**config.mk**
```make
export PLATFORM = sky130hd
export DESIGN_NAME = instruction_fetch_unit
export DESIGN_NICKNAME = d
export VERILOG_FILES = /design/src/rtl/instruction_fetch_unit.sv
export SDC_FILE = /design/constraint.sdc
export NUM_CORES = 1
export LEC_CHECK = 0
export CORE_AREA = 2 2 144 111
export CTS_BUF_LIST = sky130_fd_sc_hd__clkbuf_16
export DETAILED_ROUTE_END_ITERATION = 16
export DIE_AREA = 0 0 146 113
export GPL_TIMING_DRIVEN = 0
export PLACE_DENSITY = 0.84
export SETUP_SLACK_MARGIN = 0.05
export SYNTH_ARGS = -nofsm -noshare
export SYNTH_HDL_FRONTEND = slang
export SYNTH_SLANG_ARGS = --single-unit
```
**constraint.sdc**
```tcl
create_clock -name clk -period 2.75 [get_ports clk]
set_input_delay 0.55 -clock clk [delete_from_list [all_inputs] [get_ports clk]]
set_output_delay 0.55 -clock clk [all_outputs]
set_load 0.05 [all_outputs]
```
**src/rtl/instruction_fetch_unit.sv**
```systemverilog
// instruction_fetch_unit: IF stage feeding the IF/ID register over a req/ready imem handshake.
// Define FETCH_PERF_EN to add the fetched-word and stall-cycle counters.
module instruction_fetch_unit #(
    parameter logic [31:0] RESET_PC  = 32'h0000_0000,
    parameter logic [31:0] NOP_INSTR = 32'h0000_0000
) (
    input  logic        clk,
    input  logic        reset_n,
    input  logic        stall,
    input  logic        redirect,
    input  logic [31:0] redirect_target,
    output logic        imem_req,
    output logic [31:0] imem_addr,
    input  logic [31:0] imem_rdata,
    input  logic        imem_ready,
    output logic [31:0] instructionOut,
    output logic [31:0] PCplus4Out,
    output logic        fetch_valid
`ifdef FETCH_PERF_EN
    ,
    output logic [31:0] perf_fetched,
    output logic [31:0] perf_stall_cycles
`endif
);
    typedef enum logic [1:0] {S_IDLE, S_REQ, S_HOLD} state_t;
    state_t state, state_nxt;
    logic [31:0] pc, skid_instr, skid_pc4;
    logic load_ok, take, to_skid, hold_done;
    always_comb begin
        load_ok   = !fetch_valid || !stall;
        take      = state == S_REQ && imem_ready && load_ok;
        to_skid   = state == S_REQ && imem_ready && !load_ok;
        hold_done = state == S_HOLD && !stall;
        imem_req  = state == S_REQ;
        imem_addr = pc;
        state_nxt = redirect || state == S_IDLE || hold_done ? S_REQ :
                    to_skid ? S_HOLD : state;
    end
    always_ff @(posedge clk or negedge reset_n) begin
        if (!reset_n) state <= S_IDLE;
        else state <= state_nxt;
    end
    // A skidded word is delivered only once ID frees up; pc tracks the word in outputs
    always_ff @(posedge clk or negedge reset_n) begin
        if (!reset_n) begin
            pc             <= RESET_PC;
            instructionOut <= NOP_INSTR;
            PCplus4Out     <= '0;
            fetch_valid    <= 1'b0;
            skid_instr     <= '0;
            skid_pc4       <= '0;
        end else if (redirect) begin
            pc             <= redirect_target & ~32'd3;
            instructionOut <= NOP_INSTR;
            PCplus4Out     <= '0;
            fetch_valid    <= 1'b0;
        end else if (take) begin
            pc             <= pc + 32'd4;
            instructionOut <= imem_rdata;
            PCplus4Out     <= pc + 32'd4;
            fetch_valid    <= 1'b1;
        end else if (to_skid) begin
            skid_instr     <= imem_rdata;
            skid_pc4       <= pc + 32'd4;
        end else if (hold_done) begin
            pc             <= pc + 32'd4;
            instructionOut <= skid_instr;
            PCplus4Out     <= skid_pc4;
            fetch_valid    <= 1'b1;
        end
    end
`ifdef FETCH_PERF_EN
    always_ff @(posedge clk or negedge reset_n) begin
        if (!reset_n) begin
            perf_fetched      <= '0;
            perf_stall_cycles <= '0;
        end else begin
            if (!redirect && (take || hold_done)) perf_fetched <= perf_fetched + 32'd1;
            if (stall && fetch_valid) perf_stall_cycles <= perf_stall_cycles + 32'd1;
        end
    end
`endif
endmodule

```
* After elaboration in Yosys (flattened, before gate mapping)
Cells that the tools add are included.
** Operators by class
- Add/subtract/negate cells :: 1
- Equal/unequal tests :: 3
- Multiplexer cells :: 18
- Bitwise operators :: 2
- Reduce and logical (&&, ||, !) cells :: 15
** Operators with widths (count)
- 2-to-1 mux 32 bit :: 12
- adder 32 x 3 -> 32 bit (second input constant) :: 1
- logical AND 1 bit :: 4
- 2-to-1 mux 1 bit :: 4
- 2-to-1 mux 2 bit :: 2
- logical NOT 1 bit :: 3
- logical OR 1 bit :: 3
- inequality test 3 bit (second input constant) :: 1
- AND reduction 3 bit :: 1
- nonzero test 3 bit :: 1
- equality test 2 x 1 -> 1 bit (second input constant) :: 1
- equality test 2 bit (second input constant) :: 1
- logical NOT 2 bit :: 1
- inverter 1 bit :: 2
- AND reduction 2 bit :: 1
- nonzero test 2 bit :: 1
** Storage, ports and cells
- Bits in registers :: 163
- Bits of input ports :: 69
- Output and inout bits :: 98
- Logic and storage cells :: 46

* Logic depth before layout (Yosys ltp)
- Depth in word-level cells :: 7
- Mapped depth :: 7
- Depth with buffers taken out :: 6

* Worst setup path before layout
Ideal clock, no wire load.
- Path kind :: register -> register
- From :: register pc[2] (netlist: imem_addr[2])
- To :: register pc[20] (netlist: imem_addr[20])
- Setup time :: 0.130 ns
- Data arrival time :: 2.307 ns
- Required time :: 2.620 ns
- Path slack :: 0.313 ns
- Stages on the path, launching flop included :: 8
- Path buffers :: 1
- Clock period less this slack :: 2.437 ns
- Cells stage by stage :: dfrtp_1 > ha_1 > clkbuf_1 > inv_1 > or4_1 > nor3_1 > xnor2_1 > o21ai_1
** Between the ends
- Cells in the longest elaborated chain, start to end :: 5
** Ends and longest elaborated chain
- start, declared :: RTL line 27 : logic [31:0] pc, skid_instr, skid_pc4;
- start signal, assigned :: RTL line 53 : pc <= redirect_target & ~32'd3;
- start signal, assigned :: RTL line 58 : pc <= pc + 32'd4;
- start signal, assigned :: RTL line 66 : pc <= pc + 32'd4;
- adder 32 x 3 -> 32 bit (*) :: RTL line 58, 66
- 2-to-1 mux 32 bit :: RTL line 65 : end else if (hold_done) begin
- 2-to-1 mux 32 bit :: RTL line 62 : end else if (to_skid) begin
- 2-to-1 mux 32 bit (*) :: RTL line 57 : end else if (take) begin
- 2-to-1 mux 32 bit (*) :: RTL line 52 : end else if (redirect) begin
Mark *: on every way between the ends. The rest lies on a longest branch, timed or not. The select of a mux whose other input is x is not followed.
A chain may end at the register's enable or synchronous reset.

* Final worst setup path
- From :: input port stall
- To :: register skid_instr[30]
** Between the ends
- Cells in the longest elaborated chain, start to end :: 5
- Elaborated cells on any way between the ends :: 7
- Classes of those cells :: bitwise (1); reduce/logical (6)
** Ends and longest elaborated chain
- start, declared :: RTL line 9 : input logic stall,
- logical NOT 1 bit (*) :: RTL line 30 : load_ok = !fetch_valid || !stall;
- logical OR 1 bit (*) :: RTL line 30
- logical NOT 1 bit or logical AND 1 bit (tied branches) :: RTL line 32, 31
- logical AND 1 bit or inverter 1 bit (tied branches)
- AND reduction 3 bit (no source line) (*)
- end signal, assigned :: RTL line 63 : skid_instr <= imem_rdata;
- end, declared :: RTL line 27
Mark *: on every way between the ends. The rest lies on a longest branch, timed or not.

==> metrics.cfg <==
[grt]
grt_pass1_vias = 6451
grt_util_met1_pct = 36.0
grt_max_degree = 85
grt_overflow = 0
grt_usage_pct = 26.5
antenna_found_initial = 0
use_met3_pct = 7.26
grt-busiest-layer = met2
met2_usage_pct = 42.1
grt_pass1_wl_mm = 34.2

[layout]
drive_above_1_share_pct = 11.2
multi_input_area_um2 = 3390
fin_nets = 960
regArea_um2 = 3950
fill_cells = 1181
syn_to_final_growth_pct = 33.6
antenna_cells = 0

[cts]
cts_tree = built
clock-root-buffer = clkbuf_16
clk_pin_slew_worst_paths_ps = 60
cts_sinks = 158
insertion_delay_ps = 430
cts_buffer_depth = 2
cts_made_buffers = 17
htreeDepth = 4

[sta]
max_freq_ghz = 0.386
finalSetupViolCount = 0
rsz0062_at_grt = false
maxSlewViolCount = 0
hold_viol_final = 0
relSlewSlack_pct = 30.0
period_share_pct = 94.1
hold-worst-slack_ps = 153
fin_crit_ps = 2590
clock_skew_ps = 9.20
tightest_slew_ps = 1040

[setup_path]
cp_cell_sequence = clkdlybuf4s50_1 > nand2_1 > or3_1 > clkbuf_1 > clkbuf_1 > mux2_2
crit_type = in -> reg
crit_path_frequent_cell = clkbuf_1
critPathBufInv = 3
cp-start-kind = input pin
crit_path_max_fanout = 10
slowest_delay_ps = 580
slowest_stage = clkbuf_1
r2r-start = imem_addr[5]
cp-end-kind = flip-flop
cp-startpoint = stall
critPathTopFamily = buffers and inverters
critPathArrivalTime_ps = 2900
required_ps = 3060

[synthesis]
ys_top_cells_by_count = dfrtp_1, nand2_1, o21ai_0
syn_area_um2 = 7550
syn_inst = 707
ys_top_cells_by_area = dfrtp_1, mux2_2, mux2i_1
async_flop_share_pct = 100
synth_top_family_by_area = simple AND/OR/NAND/NOR gates
ys_seq_area_share_pct = 52.4
synthMuxAreaShare_pct = 11.7
yosysMostFrequentCell = dfrtp_1
synth_fa_ha_area_share_pct = 0.166
synth_compound_area_share_pct = 12.0
synth_xor_area_share_pct = 6.50
synth_edf_count = 0
synthSimpleGateAreaFrac_pct = 14.2
yosys.cell_types.count = 44
ys_warn_count = 0
yosys.area.top_type_share_pct = 52.4
avgSynthCellArea_um2 = 10.7
ys_ff_latch = 158
synth_flop_cell = dfrtp_1
yosysTopAreaCell = dfrtp_1

[die]
rows = 39
die_h_um = 113
start_util_pct = 50.2
die_area_um2 = 16500
io_pins = 167
chipWidth_um = 146
core_um2 = 15000

[power]
pwr_density_cell_nw_per_um2 = 712
power.ir.vdd_worst_mv = 0.414
leakagePower_nw = 4.32
fin_total_pwr_mw = 7.18

[route]
totalWireLength_mm = 21.5
drcViolationCount = 0
num_vias = 6368
vias_per_cell = 5.75
drtIter0Drc = 507
antenna_left = 0
routedWlPerCell_um = 19.4
drt_first_pass_iters = 5

[placed_design]
port-buffer-count = 162
gp_congestion = 0.929
dpl.hpwl_mm = 14.7

[run_status]
outcome = finished clean

[run]
drv_cap = 0

[worst_hold_path]
hp-class = in -> async

==> worst paths after layout <==
check / end / slack (ps) / depth (start not counted)
setup / recovery: skid_instr[30] / 160 / 6
hold / removal: PCplus4Out[17] / 150 / 1
max in group asynchronous: state[0] / 1740 / 2
hold reg to reg: skid_pc4[8] / 480 / 2
min in group clk: skid_pc4[8] / 480 / 2
setup reg to reg: PCplus4Out[23] / 260 / 5
==> layout by cell type (no fill, tap or decap), types with 8 or more instances in the layout <==
master,count
clkbuf_16,17
a211oi_1,49
a22oi_1,15
nor2_1,60
mux2_2,41
clkdlybuf4s50_1,161
clkbuf_1,35
nand3_1,17
nand2_1,69
xnor2_1,31
nand4_1,12
mux2i_1,42
xor2_1,25
o21ai_0,65
dfrtp_1,158
buf_2,8
==> cell type report <==
class / instances / share of cell area (%)
Tap cell: 205 / 2.54
Timing Repair Buffer: 163 / 16.4
Buffer: 50 / 2.17
Sequential cell: 158 / 39.2
Multi-Input combinational cell: 497 / 33.6
Clock buffer: 17 / 4.22
Clock inverter: 15 / 1.82
Inverter: 3 / 0.112
==> cells by family (layout without fill, tap and decap cells) <==
kind of cell / count (synthesis) / count (layout)
other cells: 1 / 2
buf+inv: 53 / 248
fa+ha+maj: 1 / 1
mux: 83 / 83
xor+xnor: 56 / 56
compound gates: 144 / 144
flops: 158 / 158
simple gates: 211 / 211
==> state kept, by name (all words and copies together), names as in the netlist <==
signal          flops
instructionOut     32
skid_instr         32
PCplus4Out         31
imem_addr          30
skid_pc4           30
state               2
fetch_valid         1
==> layer usage <==
metal / wire length, um / vias up
met5: 0 / -
met2: 10000 / 294
li1: - / 2885
met1: 9200 / 3147
met4: 398 / 0
met3: 1860 / 42
==> power breakdown <==
| part | total [mW] | switching (mW) | internal [mW] |
|---|---|---|---|
| Sequential | 3.06 | 0.314 | 2.75 |
| Combinational | 1.68 | 1.01 | 0.667 |
| Clock | 2.44 | 1.00 | 1.44 |
| Total | 7.18 | 2.33 | 4.86 |
==> per-stage QoR <==
stage | util [%] | setup WS, ps | area [um^2] | TNS [ps] | instances
after CTS | 67.0 | 98.6 | 10100 | 0 | 1108
after detailed placement | 62.9 | -364 | 9460 | -11230 | 1076
after floorplan | - | 313 | 7550 | 0 | 708
final | 67.1 | 162 | 10100 | 0 | 1108
after global placement | 62.7 | -5100 | 9430 | -812500 | 1075
after global routing | 67.1 | 62.9 | 10100 | 0 | 1108
==> repair_timing <==
item	4_1_cts	5_1_grt
buffers inserted	0	0
gates resized for setup	0	5
endpoints found under the setup margin	0	16
hold buffers	0	0
Power figures use the tool's default switching activity.
